$ cat config.mk
export PLATFORM = sky130hd
export DESIGN_NAME = hazard_scoreboard
export DESIGN_NICKNAME = d
export VERILOG_FILES = /design/src/rtl/hazard_scoreboard_pkg.sv /design/src/rtl/hazard_sb_entry.sv /design/src/rtl/hazard_scoreboard.sv
export SDC_FILE = /design/constraint.sdc
export NUM_CORES = 1
export LEC_CHECK = 0
export ABC_AREA = 1
export ABC_CLOCK_PERIOD_IN_PS = 2700
export BUFFER_PORTS_ARGS = -buffer_cell sky130_fd_sc_hd__buf_2
export CAP_MARGIN = 0
export CORE_AREA = 2 2 148 150
export DETAILED_ROUTE_END_ITERATION = 10
export DIE_AREA = 0 0 150 152
export SLEW_MARGIN = 5
export SYNTH_ARGS = -nofsm -noshare
export SYNTH_HDL_FRONTEND = slang
export SYNTH_SLANG_ARGS = --single-unit
$ cat constraint.sdc
create_clock -name clk -period 2.7 [get_ports clk]
set_input_delay 0.405 -clock clk [delete_from_list [all_inputs] [get_ports clk]]
set_output_delay 0.405 -clock clk [all_outputs]
set_load 0.02 [all_outputs]
$ cat src/rtl/hazard_scoreboard_pkg.sv
// Shared constants and types for the register hazard scoreboard.
// Optional feature macro: HAZARD_FORWARDING_EN (see hazard_scoreboard.sv).
package hazard_scoreboard_pkg;

  localparam int DEF_NUM_REGS     = 32;
  localparam int DEF_ALU_LATENCY  = 3;
  localparam int DEF_LOAD_LATENCY = 4;

  typedef enum logic {
    HAZ_ALU  = 1'b0,
    HAZ_LOAD = 1'b1
  } haz_kind_e;

  // Counter width able to hold values 0..max_lat.
  function automatic int cnt_width(input int max_lat);
    return (max_lat < 1) ? 1 : $clog2(max_lat + 1);
  endfunction

endpackage

$ cat src/rtl/hazard_sb_entry.sv
// One scoreboard entry: countdown to writeback-visible plus a load flag.
// A new producer write (set_i) wins over the per-cycle decrement.
module hazard_sb_entry
  import hazard_scoreboard_pkg::*;
#(
  parameter int ALU_LATENCY  = DEF_ALU_LATENCY,
  parameter int LOAD_LATENCY = DEF_LOAD_LATENCY,
  parameter int CNT_W        = cnt_width(LOAD_LATENCY)
) (
  input  logic             clk,
  input  logic             reset,
  input  logic             set_i,
  input  haz_kind_e        kind_i,
  input  logic             freeze_i,
  output logic [CNT_W-1:0] cnt_o,
  output logic             ld_o
);

  logic [CNT_W-1:0] cnt_q, cnt_d;
  logic             ld_q, ld_d;

  always_comb begin
    cnt_d = cnt_q;
    ld_d  = ld_q;
    if (set_i) begin
      cnt_d = (kind_i == HAZ_LOAD) ? CNT_W'(LOAD_LATENCY) : CNT_W'(ALU_LATENCY);
      ld_d  = (kind_i == HAZ_LOAD);
    end else if (!freeze_i && (cnt_q != '0)) begin
      cnt_d = cnt_q - CNT_W'(1);
    end
  end

  always_ff @(posedge clk) begin
    if (reset) begin
      cnt_q <= '0;
      ld_q  <= 1'b0;
    end else begin
      cnt_q <= cnt_d;
      ld_q  <= ld_d;
    end
  end

  assign cnt_o = cnt_q;
  assign ld_o  = ld_q;

endmodule

$ cat src/rtl/hazard_scoreboard.sv
// In-order issue hazard scoreboard: stalls decode on RAW hazards and mem_stall.
// Define HAZARD_FORWARDING_EN to allow bypass-ready sources and add fwd_rs1/fwd_rs2.
module hazard_scoreboard
  import hazard_scoreboard_pkg::*;
#(
  parameter int NUM_REGS       = DEF_NUM_REGS,
  parameter int REG_ADDR_WIDTH = 5,
  parameter int ALU_LATENCY    = DEF_ALU_LATENCY,
  parameter int LOAD_LATENCY   = DEF_LOAD_LATENCY
) (
  input  logic                      clk,
  input  logic                      reset,
  input  logic                      issue_valid,
  input  logic [REG_ADDR_WIDTH-1:0] issue_rs1,
  input  logic [REG_ADDR_WIDTH-1:0] issue_rs2,
  input  logic                      issue_rs1_used,
  input  logic                      issue_rs2_used,
  input  logic [REG_ADDR_WIDTH-1:0] issue_rd,
  input  logic                      issue_rd_we,
  input  logic                      issue_is_load,
  input  logic                      mem_stall,
  output logic                      stall,
`ifdef HAZARD_FORWARDING_EN
  output logic                      fwd_rs1,
  output logic                      fwd_rs2,
`endif
  output logic [31:0]               stall_cycles
);

  localparam int CNT_W = cnt_width(LOAD_LATENCY);

  // Handshake: issue_valid is the producer's valid, !stall is ready; the issue
  // is accepted (and updates the scoreboard) only in a cycle where both hold.
  logic [CNT_W-1:0] cnt_w [NUM_REGS];
  logic             ld_w  [NUM_REGS];
  logic             rs1_haz, rs2_haz, accept;
  logic [31:0]      stall_cycles_q, stall_cycles_d;

  assign cnt_w[0] = '0;
  assign ld_w[0]  = 1'b0;

  for (genvar r = 1; r < NUM_REGS; r++) begin : g_entry
    hazard_sb_entry #(
      .ALU_LATENCY (ALU_LATENCY),
      .LOAD_LATENCY(LOAD_LATENCY),
      .CNT_W       (CNT_W)
    ) u_entry (
      .clk     (clk),
      .reset   (reset),
      .set_i   (accept && issue_rd_we && (issue_rd == REG_ADDR_WIDTH'(r))),
      .kind_i  (issue_is_load ? HAZ_LOAD : HAZ_ALU),
      .freeze_i(mem_stall),
      .cnt_o   (cnt_w[r]),
      .ld_o    (ld_w[r])
    );
  end

`ifdef HAZARD_FORWARDING_EN
  // Bypass network covers the last stages, so a producer is usable early.
  function automatic logic src_ready(input logic [CNT_W-1:0] c, input logic l);
    return int'(c) <= (l ? (LOAD_LATENCY - 2) : (ALU_LATENCY - 1));
  endfunction
`else
  function automatic logic src_ready(input logic [CNT_W-1:0] c, input logic l);
    return (c == '0) || (l && 1'b0);
  endfunction
`endif

  always_comb begin
    rs1_haz = issue_rs1_used && (issue_rs1 != '0) &&
              !src_ready(cnt_w[issue_rs1], ld_w[issue_rs1]);
    rs2_haz = issue_rs2_used && (issue_rs2 != '0) &&
              !src_ready(cnt_w[issue_rs2], ld_w[issue_rs2]);
    stall   = issue_valid && (rs1_haz || rs2_haz || mem_stall);
    accept  = issue_valid && !stall;
  end

`ifdef HAZARD_FORWARDING_EN
  always_comb begin
    fwd_rs1 = accept && issue_rs1_used && (issue_rs1 != '0) && (cnt_w[issue_rs1] != '0);
    fwd_rs2 = accept && issue_rs2_used && (issue_rs2 != '0) && (cnt_w[issue_rs2] != '0);
  end
`endif

  always_comb begin
    stall_cycles_d = stall_cycles_q;
    if (stall && (stall_cycles_q != 32'hFFFF_FFFF)) begin
      stall_cycles_d = stall_cycles_q + 32'd1;
    end
  end

  always_ff @(posedge clk) begin
    if (reset) begin
      stall_cycles_q <= '0;
    end else begin
      stall_cycles_q <= stall_cycles_d;
    end
  end

  assign stall_cycles = stall_cycles_q;

endmodule

Word level (Yosys, flattened, before mapping)
Index checks and enable logic that the tools add are counted.

Word-level logic and storage cells: 312. Flip-flop bits (word level): 125.

Bitwise logic cells: 2. Equal/unequal tests: 32. Reduce and logical (&&, ||, !) cells: 142. Multiplexer cells: 70. Magnitude comparators: 2. Add/subtract/negate cells: 32.

Operators with widths (count): $mux W3 (67); $reduce_bool A3 Y1 (31); $sub A3 B1 Y3 const B (31); $eq A5 B5 Y1 const B (16); $logic_and A1 B1 Y1 (70); $reduce_bool A2 Y1 (31); $eq A5 B4 Y1 const B (8); $add A32 B1 Y32 const B (1); $ne A32 B32 Y1 const B (1); $bmux W3 S5 (2); $eq A5 B3 Y1 const B (4); $ge A6 B6 Y1 const B (2); $not A5 Y6 (2); $eq A5 B2 Y1 const B (2); $reduce_bool A5 Y1 (2); $logic_not A3 Y1 (2); $eq A5 B1 Y1 const B (1); $logic_not A1 Y1 (4); $logic_or A1 B1 Y1 (2); $mux W1 (1).

Depth between registers and ports, before layout
Word-level depth: 15. Gate-level depth with buffers: 19.

Cells and area by module
Synthesis repeated with hierarchy kept, for this count alone.

Cell total of the unflattened synthesis: 1924. Area, all modules: 11453.5 um2.

Modules (own cells, without submodules): hazard_sb_entry (times used 31, cells an instance 40, area an instance 250.2 um2); hazard_scoreboard (times used 1, cells an instance 684, area an instance 3696.0 um2).

Worst setup path before layout
No wires, ideal clock.

Path type: input port to output port. From: input port issue_rs1[0]. To: output port stall. Arrival time: 1821 ps. Path slack: 474 ps. Buffers on the path: 3. Data required time: 2295 ps. Stages: 14. Cells stage by stage: buf_4 -> buf_4 -> nand2_1 -> nor2_1 -> nor2_1 -> nand2_1 -> nand3_1 -> nand2_1 -> nand2_1 -> nand2_1 -> nor2_2 -> nor2_8 -> nor2_4 -> buf_2.

Cells in the longest elaborated chain, start to end: 10. Elaborated cells between the ends (all ways): 12. Classes of those cells: mux (3); bitwise (1); reduce/logical (8).

Ends and longest elaborated chain: start, declared (line hazard_scoreboard.sv:14) `input logic [REG_ADDR_WIDTH-1:0] issue_rs1,`; $not A5 Y6; $bmux W3 S5 (line hazard_scoreboard.sv:71) `!src_ready(cnt_w[issue_rs1], ld_w[issue_rs1]);`; $mux W3 (implied by the code) (2 in series) (line hazard_scoreboard.sv:71); $logic_not A3 Y1 (line hazard_scoreboard.sv:65) `return (c == '0) || (l && 1'b0);`; $logic_not A1 Y1 (line hazard_scoreboard.sv:71); $logic_and A1 B1 Y1 (*) (line hazard_scoreboard.sv:70) `rs1_haz = issue_rs1_used && (issue_rs1 != '0) &&`; $logic_or A1 B1 Y1 (*) (2 in series) (line hazard_scoreboard.sv:74) `stall = issue_valid && (rs1_haz || rs2_haz || mem_stall);`; $logic_and A1 B1 Y1 (*) (line hazard_scoreboard.sv:74); end, declared (line hazard_scoreboard.sv:22) `output logic stall,`.

Mark *: on every way between the ends. The rest lies on a longest branch, timed or not. The select of a mux whose other input is x is not followed.

Final worst setup path
From: register g_entry[8].u_entry.cnt_q[2]. To: output port stall.

Cells in the longest elaborated chain, start to end: 9. Elaborated cells between the ends (all ways): 15. Classes of those cells: mux (6); reduce/logical (9).

Ends and longest elaborated chain: start, declared (line hazard_sb_entry.sv:19) `logic [CNT_W-1:0] cnt_q, cnt_d;`; start signal, assigned (line hazard_sb_entry.sv:38) `cnt_q <= cnt_d;`; $bmux W3 S5, on equally long branches (line hazard_scoreboard.sv:71, hazard_scoreboard.sv:73); $mux W3, on equally long branches (2 in series) (line hazard_scoreboard.sv:71, hazard_scoreboard.sv:73); $logic_not A3 Y1 (line hazard_scoreboard.sv:65); $logic_not A1 Y1, on equally long branches (line hazard_scoreboard.sv:71, hazard_scoreboard.sv:73); $logic_and A1 B1 Y1, on equally long branches (line hazard_scoreboard.sv:70, hazard_scoreboard.sv:72); $logic_or A1 B1 Y1 (*) (2 in series) (line hazard_scoreboard.sv:74); $logic_and A1 B1 Y1 (*) (line hazard_scoreboard.sv:74).

Marks and branches as above.

==> results.md <==
* Status: completed
* Reg2Reg Depth at 17
* Crit start category: register
* Synth-to-layout area growth at 13.8%
* Worst slew pin tran at 0.688 ns
* Final HPWL DP at around 20000 um
* Final Cell Area at 10800 um2
* ANT cells at 0
* Antenna violations before repair at 0
* Crit-path max FO at 6
* Share of cells above drive strength 1 at 0.126
* Synthesized flop and latch total at roughly 130
* First-pass iteration count of the detailed router at 5
* Congestion Overflow GR at 0
* Tmin final at 2.58 ns
* Core area at 21400 um2
* FF/Latch Area at ~2500 um2
* DR vias at approximately 9.5k
* Syn. warnings at 0
* Mean post-synth cell area at 6.24 um2
* Placer Congestion at 0.947
* Buf/Inv on CP at 2
* Worst setup EP type: output port
* PortBufs at 55
* Worst path arrival time at about 2.2 ns
* CTS tree: done
* GRT Total Usage at 0.237
* Io pins at 56
* Commonest non-fill, non-tap cell in the layout: nand2_1
* First DRT Iteration DRCs at 590
* Largest net degree at the start of global routing at 63
* Worst path max stage delay at 0.35 ns
* Reg-to-Reg Start: g_entry[17].u_entry.cnt_o[0]$_SDFFE_PP0P_
* Final Skew at about 0.014 ns
* Max Fclk at slightly below 400 MHz
* R2r setup slk at approximately 0.37 ns
* Initial Util at 0.443
* Die W at 150 um
* Most used cell, CP: nand2_1
* Wirelength per Cell at 14.3 um
* DR vias/cell at 5.11
* PwrDens at roughly 800 nW/um2
* Pleak at 4.96 nW
* Max-slew violations at 0
* Commonest cells after routing, fill and taps aside: nand2_1 (336), nor2_1 (316), inv_1 (171)
* Req. time, crit path at 2.30 ns
* Hold path start: reset
* Util after Layout at 0.504
* Clk root buf: clkbuf_16
* DIE HEIGHT at between 150 and 200 um
* Synthesized instance count at ~1.5k
* Num Clock Sinks at 125
* First-pass GRT wire length at around 43000 um
* Synth Net Count at about 1.6k
* Die ar. at roughly 23000 um2
* Max-capacitance violation count at 0
* Placed cells at 1821
* Top Family by Delay on Critical Path: simple AND/OR/NAND/NOR gates
* Final cell count without fillers at roughly 1.9k
* Synth area leader: dfxtp_1
* Critical path, cell by cell: nor2_1 -> nand3_1 -> nand2_1 -> nor2_2 -> nand2_1 -> nand3_1 -> nand2_1 -> nand2_1 -> nand2_1 -> nor2_4 -> nor2_8 -> buf_12 -> nor2_4 -> buf_6
* R2R Path End: stall_cycles[16]$_SDFFE_PP0P_
* Synth top area cells: dfxtp_1 (26%), nand2_1 (13%), nor2_1 (13%)
* Rel. slew slack at 0.538
* Multi-input gate area at just over 6000 um2
* CTS Buf Count at 17
* Clk_lat worst skew at approximately 0.44 ns
* Number of distinct library cells after synthesis at 34
* Hold path endpoint: g_entry[12].u_entry.cnt_o[1]$_SDFFE_PP0P_
* Register area share after synthesis at 0.265
* Final WL at 26600 um
* WP depth at 14
* Final ANT Viol Nets at 0
* Clk buf depth at 2
* H-tree depth at 4
* Critical-path top delay cell: dfxtp_1
* Post-synth top area share at 0.265
* Fin. Hold Viols at 0
* Type of the most critical hold path: in -> reg
* Hold path depth at 2
* Final Setup Violations at 0
* Layout net count at approximately 1.7k
* Rows at 54
* Mapped Area at around 9500 um2
* Crit Path Category: reg -> out
* Number of global-route vias before repair at approximately 8.5k
* Fill cell count at roughly 2.2k
* DRC at 0
* Placed inst area at between 10000 and 15000 um2
* RSZ-0062 raised after global routing: false
* Fin crit share at 0.955
* CTS clk-pin slew, worst paths at ~0.060 ns
* Worst IR Drop VDD at between 0.4 and 0.5 mV
-- how the worst max path moves through the flow --
stage	from	slack (ns)	endpoint
global placement	issue_rs1[1]	-0.05	stall
finish	g_entry[8].u_entry.cnt_o[2]$_SDFFE_PP0P_	0.12	stall
global route	g_entry[30].u_entry.cnt_o[0]$_SDFFE_PP0P_	0.007	stall
floorplan	issue_rs1[0]	0.47	stall
detailed placement	issue_rs1[1]	-0.02	stall
CTS	g_entry[17].u_entry.cnt_o[0]$_SDFFE_PP0P_	0.007	stall
-- repair_timing --
action                     in CTS  in global routing
pin swaps                       0                  4
cloned                          0                  0
setup endpoints to repair       1                  1
hold buffers                    0                  0
setup buffers                   0                  6
hold endpoints to repair        0                  0
resized for setup               1                 20
-- cells in the mapped netlist, drive strengths merged --
library cell	n
ha	63
buf	21
nor4b	1
inv	178
nor2	332
o211ai	2
dfxtp	125
clkbuf	29
nor3	29
nor4	7
or2	28
a31oi	1
o21a	1
o41ai	2
nand3	161
a21oi	92
o21ai	40
nand2	339
xnor2	8
nand4	35
xor2	22
-- registers in the layout (all words and copies together) (netlist names) --
register and count:
stall_cycles 32, g_entry.u_entry.cnt_o 93
-- stage by stage --
stage | setup WS [ns] | power (mW) | hold slack (ns) | setup TNS, ns
detailed placement | -0.0216 | 6.17 | 0.473 | -0.0216
finish | 0.120 | 8.64 | 0.387 | 0
floorplan | 0.474 | 5.32 | 0.462 | 0
global route | 0.00698 | 9.47 | 0.397 | 0
CTS | 0.00697 | 8.62 | 0.375 | 0
global placement | -0.0482 | 6.11 | 0.474 | -0.149
-- routing by layer --
metal / share of wire / up-vias / global-route usage
met5: 0 / - / 0
met4: 0.014 / 0 / 0.0571
met3: 0.040 / 28 / 0.0366
met2: 0.46 / 186 / 0.388
met1: 0.48 / 4313 / 0.325
li1: - / 4966 / -
-- where the power goes --
group          switching [mW]  internal (mW)  total, mW
clock network            1.02           1.39       2.41
logic                    2.25           1.43       3.68
registers               0.272           2.27       2.54
-- cell type report --
type,instances,area share
Sequential cell,125,0.233
Clock inverter,15,0.0165
Tap cell,280,0.0326
Timing Repair Buffer,81,0.0527
Inverter,178,0.0624
Multi-Input combinational cell,1163,0.564
Clock buffer,17,0.0395
-- logic make-up after synthesis --
logic type,Yosys count,share of synthesized area
AND/OR/NAND/NOR,932,0.450
adder cells (fa/ha/maj),63,0.0834
XOR/XNOR,30,0.0278
AO/OA/AOI/OAI,138,0.0748
buffers and inverters,228,0.0993
flip-flops,125,0.265
Note: power is estimated with default switching activity, not from simulation.
